### config.mk
export PLATFORM = sky130hd
export DESIGN_NAME = aes_trace_sequencer
export DESIGN_NICKNAME = d
export VERILOG_FILES = /design/src/rtl/aes_seq_pkg.sv /design/src/rtl/aes_xorshift128.sv /design/src/rtl/aes_trace_sequencer.sv
export SDC_FILE = /design/constraint.sdc
export NUM_CORES = 1
export LEC_CHECK = 0
export CAP_MARGIN = 20
export CORE_ASPECT_RATIO = 1.75
export CORE_MARGIN = 2
export CORE_UTILIZATION = 40
export CTS_CLUSTER_SIZE = 28
export DETAILED_ROUTE_END_ITERATION = 10
export DONT_BUFFER_PORTS = 1
export PLACE_DENSITY = 0.54
export SLEW_MARGIN = 10
export SYNTH_ARGS = -nofsm -noshare
export SYNTH_HDL_FRONTEND = slang
export SYNTH_SLANG_ARGS = --single-unit
export TNS_END_PERCENT = 1
### constraint.sdc
create_clock -name clk -period 5.2 [get_ports clk]
set_input_delay 0.52 -clock clk [delete_from_list [all_inputs] [get_ports clk]]
set_output_delay 0.52 -clock clk [all_outputs]
set_load 0.01 [all_outputs]
### src/rtl/aes_seq_pkg.sv
// Shared types and the xorshift128 step for the AES trace sequencer.
// The sequencer top (optional macro AES_SEQ_FVR_EN) imports this package.
package aes_seq_pkg;

    typedef enum logic [2:0] {
        S_IDLE,
        S_GEN,
        S_LOAD,
        S_WAIT_BUSY,
        S_WAIT_DONE,
        S_GAP,
        S_DONE,
        S_ERR
    } seq_state_t;

    localparam int GEN_STEPS     = 4;
    localparam int BUSY_WAIT_MAX = 4;

    localparam logic [1:0] GEN_LAST = 2'(GEN_STEPS - 1);
    localparam logic [1:0] BW_LAST  = 2'(BUSY_WAIT_MAX - 1);

    // State packing is {x,y,z,w}, x in the top word.
    function automatic logic [127:0] xorshift128_step(input logic [127:0] s);
        logic [31:0] x, y, z, w, t;
        {x, y, z, w} = s;
        t = x ^ (x << 11);
        return {y, z, w, w ^ (w >> 19) ^ t ^ (t >> 8)};
    endfunction

endpackage

### src/rtl/aes_xorshift128.sv
// Marsaglia xorshift128 PRNG; o_w_nxt is the w word produced by the step
// taken on the coming edge when i_step is high.
module aes_xorshift128
    import aes_seq_pkg::*;
#(
    parameter logic [127:0] SEED = 128'h075BCD15_159A55E5_1F123BB5_05491333
) (
    input  logic        clk,
    input  logic        rst_n,
    input  logic        i_step,
    output logic [31:0] o_w_nxt
);

    logic [127:0] r_s;
    logic [127:0] w_s_nxt;

    assign w_s_nxt = xorshift128_step(r_s);
    assign o_w_nxt = w_s_nxt[31:0];

    always_ff @(posedge clk) begin
        if (!rst_n) begin
            r_s <= SEED;
        end else if (i_step) begin
            r_s <= w_s_nxt;
        end
    end

endmodule

### src/rtl/aes_trace_sequencer.sv
// Autonomous plaintext generator / ciphertext capture for AES power traces.
// Define AES_SEQ_FVR_EN for fixed-vs-random interleave and fvr_class_o.
module aes_trace_sequencer
    import aes_seq_pkg::*;
#(
    parameter logic [31:0]  NUM_TRACES = 32'd1000,
    parameter logic [15:0]  GAP_CYCLES = 16'd64,
    parameter logic [15:0]  TIMEOUT    = 16'd255,
    parameter logic [127:0] SEED       = 128'h075BCD15_159A55E5_1F123BB5_05491333,
    parameter logic         DEC        = 1'b0,
    parameter logic [127:0] FIXED_PT   = 128'h0
) (
    input  logic         clk,
    input  logic         rst_n,
    input  logic         start_i,
    input  logic         stop_i,
    output logic         aes_load_o,
    output logic [127:0] aes_data_o,
    output logic         aes_dec_o,
    input  logic         aes_busy_i,
    input  logic [127:0] aes_data_i,
    output logic         trigger_o,
    output logic         ct_valid_o,
    output logic [127:0] last_ct_o,
    output logic [31:0]  trace_cnt_o,
    output logic         running_o,
    output logic         done_o,
    output logic         err_o
`ifdef AES_SEQ_FVR_EN
   ,output logic         fvr_class_o
`endif
);

    seq_state_t   r_state;
    seq_state_t   w_state_nxt;
    logic [1:0]   r_gen;
    logic [1:0]   r_bw;
    logic [15:0]  r_to;
    logic [15:0]  r_gap;
    logic         r_stop;
    logic [31:0]  r_cnt;
    logic [95:0]  r_acc;
    logic [127:0] r_pt;
    logic [127:0] r_ct;

    logic         w_step;
    logic         w_to_hit;
    logic         w_gap_end;
    logic         w_finish;
    logic         w_running;
    logic         w_fixed;
    logic [31:0]  w_rnd;
    logic [127:0] w_pt;

    aes_xorshift128 #(
        .SEED(SEED)
    ) u_prng (
        .clk    (clk),
        .rst_n  (rst_n),
        .i_step (w_step),
        .o_w_nxt(w_rnd)
    );

`ifdef AES_SEQ_FVR_EN
    logic r_fvr;
    assign w_fixed     = r_cnt[0];
    assign fvr_class_o = r_fvr;
`else
    assign w_fixed = 1'b0;
`endif

    assign w_step    = (r_state == S_GEN);
    assign w_pt      = w_fixed ? FIXED_PT : {r_acc, w_rnd};
    assign w_to_hit  = (r_to == TIMEOUT - 16'd1);
    assign w_gap_end = (r_gap == GAP_CYCLES - 16'd1);
    assign w_finish  = r_stop ||
                       ((NUM_TRACES != 32'd0) && (r_cnt == NUM_TRACES));
    assign w_running = !((r_state == S_IDLE) || (r_state == S_ERR));

    assign aes_data_o  = r_pt;
    assign aes_dec_o   = DEC;
    assign last_ct_o   = r_ct;
    assign trace_cnt_o = r_cnt;
    assign running_o   = w_running;

    always_comb begin
        w_state_nxt = r_state;
        aes_load_o  = 1'b0;
        trigger_o   = 1'b0;
        ct_valid_o  = 1'b0;
        done_o      = 1'b0;
        err_o       = 1'b0;
        unique case (r_state)
            S_IDLE: begin
                if (start_i) w_state_nxt = S_GEN;
            end
            S_GEN: begin
                if (r_gen == GEN_LAST) w_state_nxt = S_LOAD;
            end
            S_LOAD: begin
                aes_load_o  = 1'b1;
                trigger_o   = 1'b1;
                w_state_nxt = S_WAIT_BUSY;
            end
            S_WAIT_BUSY: begin
                trigger_o = 1'b1;
                if (aes_busy_i)                   w_state_nxt = S_WAIT_DONE;
                else if (r_bw == BW_LAST || w_to_hit) w_state_nxt = S_ERR;
            end
            S_WAIT_DONE: begin
                trigger_o = 1'b1;
                if (!aes_busy_i)   w_state_nxt = S_GAP;
                else if (w_to_hit) w_state_nxt = S_ERR;
            end
            S_GAP: begin
                ct_valid_o = (r_gap == 16'd0);
                if (w_gap_end) w_state_nxt = w_finish ? S_DONE : S_GEN;
            end
            S_DONE: begin
                done_o      = 1'b1;
                w_state_nxt = S_IDLE;
            end
            S_ERR: begin
                err_o = 1'b1;
                if (start_i) w_state_nxt = S_GEN;
            end
            default: w_state_nxt = S_IDLE;
        endcase
    end

    always_ff @(posedge clk) begin
        if (!rst_n) begin
            r_state <= S_IDLE;
            r_gen   <= '0;
            r_bw    <= '0;
            r_to    <= '0;
            r_gap   <= '0;
            r_stop  <= 1'b0;
            r_cnt   <= '0;
            r_acc   <= '0;
            r_pt    <= '0;
            r_ct    <= '0;
`ifdef AES_SEQ_FVR_EN
            r_fvr   <= 1'b0;
`endif
        end else begin
            r_state <= w_state_nxt;
            // A stop only takes effect at the end of the current gap.
            if (w_running && stop_i) r_stop <= 1'b1;
            unique case (r_state)
                S_IDLE, S_ERR: begin
                    if (start_i) begin
                        r_cnt  <= '0;
                        r_stop <= 1'b0;
                        r_gen  <= '0;
                    end
                end
                S_GEN: begin
                    r_gen <= r_gen + 2'd1;
                    r_acc <= {r_acc[63:0], w_rnd};
                    if (r_gen == GEN_LAST) begin
                        r_pt  <= w_pt;
`ifdef AES_SEQ_FVR_EN
                        r_fvr <= w_fixed;
`endif
                    end
                end
                S_LOAD: begin
                    r_to <= '0;
                    r_bw <= '0;
                end
                S_WAIT_BUSY: begin
                    r_to <= r_to + 16'd1;
                    r_bw <= r_bw + 2'd1;
                end
                S_WAIT_DONE: begin
                    r_to <= r_to + 16'd1;
                    if (!aes_busy_i) begin
                        r_ct  <= aes_data_i;
                        r_gap <= '0;
                        if (r_cnt != 32'hFFFF_FFFF) r_cnt <= r_cnt + 32'd1;
                    end
                end
                S_GAP: begin
                    r_gap <= r_gap + 16'd1;
                end
                default: ;
            endcase
        end
    end

endmodule
==> results.json, run 1 <==
{
  "status": "finished clean",
  "vdd_drop_max_mv": 0.3116,
  "worstPathRequired_ns": 5.70,
  "clkLatencyLatePin_ns": 0.59,
  "area_delta_synth_final_pct": 9.777,
  "yosys.area.top_type_share_pct": 51.64,
  "final_antenna_net_count": 0,
  "drive_gt1_share_pct": 4.742,
  "crit_path_end_kind": "flop",
  "cts_tree": "yes",
  "hold_path.class": "input port to flop",
  "dieArea_sq_um": 51690,
  "worstMarginPinSlew_ns": 1.080,
  "ioPinCount": 428,
  "power_mw": 9.409,
  "floorplan.initialDensity_pct": 40.29,
  "port_buffers": 0,
  "drc": 0,
  "clock.fmax_mhz": 310.9,
  "path_class": "flop to flop",
  "clockRootBuffer": "clkbuf_16",
  "cp.arrival_ns": 3.71,
  "fin_nets": 2552,
  "clockBufferDepth": 3,
  "min_period_over_period_pct": 61.85,
  "cts_hold_buffers": 0,
  "ys_seq_elements": 514,
  "utilization_pct": 44.23,
  "synth_cell_type_count": 62,
  "antenna_found_initial": 4,
  "yosysTopAreaCell": "dfxtp_1",
  "place_area_sq_um": 20260,
  "rr_worst_depth": 5,
  "grt_usage_pct": 21.49,
  "slew_violations": 0,
  "setup_viol": 0,
  "p_leak_nw": 7.388,
  "ys.warnings.count": 0,
  "fill_cells": 5037,
  "synth-async-reset-ratio_pct": 0,
  "core_area_sq_um": 49460,
  "grt_overflow": 0,
  "cts_num_sinks": 514,
  "wl_per_cell_um": 18.65,
  "synth_flop_cell": "dfxtp_1",
  "yosysMostFrequentCell": "nand2_1",
  "cts_resized": 0,
  "first_pass_iters": 5,
  "yosys-top-cells-count": "nand2_1, dfxtp_1, a21oi_1, clkbuf_1, nor2_1",
  "clkTransAtPathRegs_ns": 0.07,
  "seq_area_sq_um": 10290,
  "min_path_cells": 2,
  "drt_iter0_drc": 1227,
  "gp_congestion": 0.8840,
  "cts_buffers": 48,
  "hold_viol_final": 0,
  "rsz0062_at_grt": "no",
  "syn_inst": 2528,
  "grt_max_degree": 198,
  "ys_seq_area_share_pct": 51.64,
  "h-tree-depth": 2,
  "netlist_top_cells_area": "dfxtp_1, nand2_1, a21oi_1",
  "synth_edf_count": 0,
  "fin_area_sq_um": 21870,
  "grt_pass1_vias": 15840,
  "setup-tns-final_ns": 0,
  "slew_headroom_pct": 27.85,
  "drt_wl_total_um": 58010,
  "fin_crit_ns": 3.216,
  "synth.avg_cell_area_sq_um": 7.882,
  "cts_setup_buffers": 0,
  "fin_skew_ns": 0.01807,
  "timing.hold.ws_ns": 0.06387,
  "maxCapViolations": 0,
  "multi_input_area_sq_um": 8924,
  "die_h_um": 299.3,
  "powerDensity_nw_per_um2": 430.2,
  "vias": 16560,
  "post-dp-hpwl_um": 39700,
  "die_width_um": 172.7,
  "synth_fp_nets": 2669,
  "row_count": 108,
  "grt_pass1_wl_um": 89540,
  "via_per_inst": 5.325,
  "start_kind": "flop",
  "syn-cell-area_sq_um": 19930,
  "cp_max_fo": 32
}
==> layout make-up <==
class	count	share of cell area, %
diodes	4	0.04576
clock buffers	64	6.086
clock inverters	21	1.104
inverters	15	0.2917
multi-input cells	1818	40.80
flip-flops and latches	514	47.04
well taps	660	3.775
repair buffers	14	0.8580
==> per-stage QoR <==
step | setup slack (ns) | cells
6_report | 1.984 | 3110
5_1_grt | 1.761 | 3110
4_1_cts | 2.022 | 3105
3_5_place_dp | 2.048 | 3020
3_3_place_gp | 2.112 | 3020
2_1_floorplan | 2.722 | 2528
==> state kept, by name (all words and copies together), names as in the netlist <==
signal and flops:
trace_cnt_o 32, aes_data_o 128, last_ct_o 128, r_gap 16, r_gen 2, u_prng.r_s 91, r_to 16, r_stop 1
r_bw 2, r_acc 95, r_state 3
==> cell families (layout without fill, tap and decap cells) <==
group / Yosys count / after routing / synth area share (%)
mux: 13 / 13 / 0.6845
xor+xnor: 104 / 104 / 4.571
simple gates: 1175 / 1175 / 24.95
fa+ha+maj: 8 / 8 / 0.5024
compound gates: 517 / 517 / 13.83
other cells: 1 / 5 / 0.01882
flops: 514 / 514 / 51.64
buf+inv: 196 / 114 / 3.799
==> layout by cell type, fill, tap and decap left out, types with 13 or more instances in the layout <==
| cell | netlist | routed |
|---|---|---|
| nand2_1 | 872 | 870 |
| dfxtp_1 | 514 | 514 |
| a21oi_1 | 421 | 421 |
| nor2_1 | 72 | 71 |
| nand3_1 | 69 | 69 |
| xnor2_1 | 59 | 59 |
| clkbuf_16 | 0 | 48 |
| xor2_1 | 45 | 45 |
| o21ai_0 | 34 | 34 |
| nand4_1 | 26 | 26 |
| and3_1 | 19 | 18 |
| nor3_1 | 18 | 17 |
| nor4_1 | 17 | 17 |
| or4_1 | 16 | 16 |
| inv_1 | 14 | 14 |
| o31ai_1 | 13 | 13 |
| or3_1 | 13 | 13 |
==> worst paths after layout <==
check                  from              end  slack [ns]
max reg2reg      r_state[2]  trace_cnt_o[15]        1.98
min          aes_data_i[65]    last_ct_o[65]        0.06
min reg2reg  u_prng.r_s[36]   u_prng.r_s[68]        0.45
max              r_state[2]  trace_cnt_o[15]        1.98
==> layer usage <==
layer	share of wire (%)	vias to the layer above	global-route usage [%]
met2	50	547	38.61
met1	38	7750	23.27
met4	4.9	0	11.12
met5	0	-	0
li1	-	8159	-
met3	7.2	104	5.416
==> power breakdown <==
| group | switching (mW) | internal [mW] |
|---|---|---|
| Combinational | 0.830 | 0.478 |
| Sequential | 0.313 | 4.20 |
| Clock | 1.58 | 2.01 |
| Total | 2.72 | 6.69 |
==> critical path, cell delays in order, from the launching register on <==
cell and delay (ns):
dfxtp_1 0.81, or4b_4 0.75, nand3_1 0.58, nand2_1 0.30, or4_1 0.54, a21oi_1 0.15
No activity file was read; power rests on OpenSTA's default activity.
==> run 2: changes to the inputs <==
--- a/config.mk
+++ b/config.mk
@@ -5,6 +5,7 @@
 export SDC_FILE = /design/constraint.sdc
 export NUM_CORES = 1
 export LEC_CHECK = 0
+export ABC_AREA = 1
 export CAP_MARGIN = 20
 export CORE_ASPECT_RATIO = 1.75
 export CORE_MARGIN = 2
==> constraint.sdc (replaced) <==
create_clock -name clk -period 3.16 [get_ports clk]
set_input_delay 0.316 -clock clk [delete_from_list [all_inputs] [get_ports clk]]
set_output_delay 0.316 -clock clk [all_outputs]
set_load 0.01 [all_outputs]
==> run 2 against run 1 <==
Effect of this change: clock power is 72% higher; highest routed layer unchanged; sequential share of layout area is 4.5 points lower; clock skew is 0.0016 ns lower; combinational power grew to 3.3 times the previous value; total power is 98% higher; sequential cell count stayed put; setup slack worse by 1.5 ns; wire length is 12% higher; first-iteration DRC count is 7.6% lower; clock-buffer cell count is 8 higher; largest power group unchanged; maximum frequency is 19% higher; critical path type unchanged.
==> results.json, run 2 <==
{
  "status": "finished clean",
  "fin_skew_ns": 0.01648,
  "mostFrequentLayoutCells": "nor2_1, dfxtp_1, nand2_1",
  "rr_worst_depth": 8,
  "yosysTopAreaCell": "dfxtp_1",
  "worstPathRequired_ns": 3.68,
  "setup_viol": 0,
  "power_mw": 18.59,
  "cts_num_sinks": 514,
  "h-tree-depth": 2,
  "drt_iter0_drc": 1134,
  "fin_nets": 2925,
  "ys_seq_elements": 514,
  "gp_congestion": 0.9314,
  "yosysMostFrequentCell": "nor2_1",
  "wl_per_cell_um": 18.65,
  "clockBufferDepth": 3,
  "cts_resized": 0,
  "p_leak_nw": 9.844,
  "min_period_over_period_pct": 85.50,
  "vias": 18010,
  "synth-async-reset-ratio_pct": 0,
  "antenna_found_initial": 0,
  "area_delta_synth_final_pct": 18.96,
  "timing.hold.ws_ns": 0.06843,
  "ys.warnings.count": 0,
  "post-dp-hpwl_um": 43210,
  "multi_input_area_sq_um": 8663,
  "cts_tree": "yes",
  "timing.rr.end": "u_prng.r_s[43]",
  "first_pass_iters": 7,
  "synth.avg_cell_area_sq_um": 7.549,
  "layout_commonest_cell": "nor2_1",
  "grt_usage_pct": 23.80,
  "powerDensity_nw_per_um2": 768.1,
  "min-delay-start": "start_i",
  "drc": 0,
  "ys_seq_area_share_pct": 50.57,
  "die_h_um": 302.4,
  "slew_headroom_pct": 23.03,
  "slowest_delay_ns": 0.60,
  "setup-tns-final_ns": 0,
  "cp_max_fo": 47,
  "ioPinCount": 428,
  "row_count": 109,
  "drt_wl_total_um": 65010,
  "grt_pass1_vias": 17470,
  "grt_overflow": 0,
  "cts_buffers": 48,
  "maxCapViolations": 0,
  "synth_cell_type_count": 44,
  "cts_hold_buffers": 180,
  "start_kind": "flop",
  "port_buffers": 0,
  "slowest_stage": "dfxtp_1",
  "crit_path_end_kind": "flop",
  "seq_area_sq_um": 10290,
  "timing.rr.start": "r_state[0]",
  "min_path_cells": 3,
  "clkTransAtPathRegs_ns": 0.07,
  "cp.arrival_ns": 3.22,
  "netlist_top_cells_area": "dfxtp_1, nor2_1, nand2_1",
  "worstMarginPinSlew_ns": 1.155,
  "floorplan.initialDensity_pct": 40.43,
  "clockRootBuffer": "clkbuf_16",
  "grt_pass1_wl_um": 99050,
  "drive_gt1_share_pct": 4.507,
  "dieArea_sq_um": 52760,
  "syn_inst": 2695,
  "grt_max_degree": 222,
  "path_class": "flop to flop",
  "via_per_inst": 5.166,
  "fin_crit_ns": 2.702,
  "clkLatencyLatePin_ns": 0.58,
  "path_depth": 8,
  "vdd_drop_max_mv": 0.6170,
  "clock.fmax_mhz": 370.1,
  "final_antenna_net_count": 0,
  "cpLargestDelayFamily": "buffers and inverters",
  "yosys-top-cells-count": "nor2_1, dfxtp_1, nand2_1, o21ai_0, a21oi_1",
  "rsz0062_at_grt": "no",
  "synth_edf_count": 0,
  "critPathBufInv": 4,
  "synth_fp_nets": 2836,
  "syn-cell-area_sq_um": 20350,
  "slew_violations": 0,
  "yosys.area.top_type_share_pct": 50.57,
  "cts_setup_buffers": 0,
  "min_to": "r_gen[0]",
  "hold_path.class": "input port to flop",
  "fill_cells": 4832,
  "synth_flop_cell": "dfxtp_1",
  "r2r_slack_ns": 0.46,
  "core_area_sq_um": 50320,
  "die_width_um": 174.5,
  "hold_viol_final": 0,
  "crit_chain": "inv_2 -> nor2_4 -> nand2_8 -> clkinv_2 -> buf_4 -> nand2_1 -> nand3_1 -> dlygate4sd3_1"
}
## run 2: changes by cell type after synthesis, moves of 35 or more
cell	delta
clkbuf_1	-66
o21ai_0	+239
buf_2	+35
inv_1	+162
nor2_1	+480
a211oi_1	+42
a21oi_1	-205
nand2_1	-399
## run 2: power by group
part / total (mW) / leakage [nW] / switching [mW] / internal, mW
combinational: 4.38 / 4.87 / 2.92 / 1.46
clock: 6.16 / 0.806 / 2.54 / 3.62
sequential: 8.05 / 4.16 / 0.754 / 7.30
## run 2: worst max-delay path by stage
stage                               from               to  slack, ns
after floorplan           trace_cnt_o[1]  trace_cnt_o[21]       1.39
after global placement        r_state[1]  trace_cnt_o[18]       0.80
after detailed placement      r_state[1]  trace_cnt_o[17]       0.73
after CTS                     r_state[0]   u_prng.r_s[43]       0.45
after global routing          r_state[0]   u_prng.r_s[43]       0.27
final                         r_state[0]   u_prng.r_s[43]       0.46
## run 2: cells by family after synthesis
group                    count (synthesis)  share of synthesized area [%]
AND/OR/NAND/NOR                       1161                          22.93
AO/OA/AOI/OAI                          573                          15.10
XOR/XNOR                                93                          4.003
buffers and inverters                  345                          6.888
other                                    1                        0.01843
flip-flops                             514                          50.58
adder cells (fa/ha/maj)                  8                         0.4920
## run 2: layout make-up
type,instances,area share [%]
inverter,185,2.905
clock inverter,12,0.9357
antenna,2,0.02068
clock buffer,72,5.919
multi-input combinational,1836,35.79
timing repair buffer,199,8.468
tap,666,3.443
sequential,514,42.51
## run 2: worst min-delay path, cell delays in order
cell and delay [ns]:
nand2_1 0.13, nand2_1 0.09, a21oi_1 0.06
## run 2: layer usage
layer | wire length [um] | track usage [%]
met4 | 3382 | 11.70
met1 | 25040 | 26.24
met5 | 0 | 0
met2 | 31770 | 42.64
met3 | 4825 | 5.744
## run 2: metrics by stage
| stage | util (%) | area, sq um | instances | setup WS [ns] |
|---|---|---|---|---|
| 6_report | 48.09 | 24200 | 3486 | 0.4583 |
| 5_1_grt | 48.08 | 24200 | 3484 | 0.2656 |
| 4_1_cts | 48.08 | 24200 | 3484 | 0.4486 |
| 3_5_place_dp | 41.17 | 20720 | 3220 | 0.7317 |
| 3_3_place_gp | 41.17 | 20720 | 3220 | 0.7974 |
| 2_1_floorplan | - | 20350 | 2695 | 1.395 |
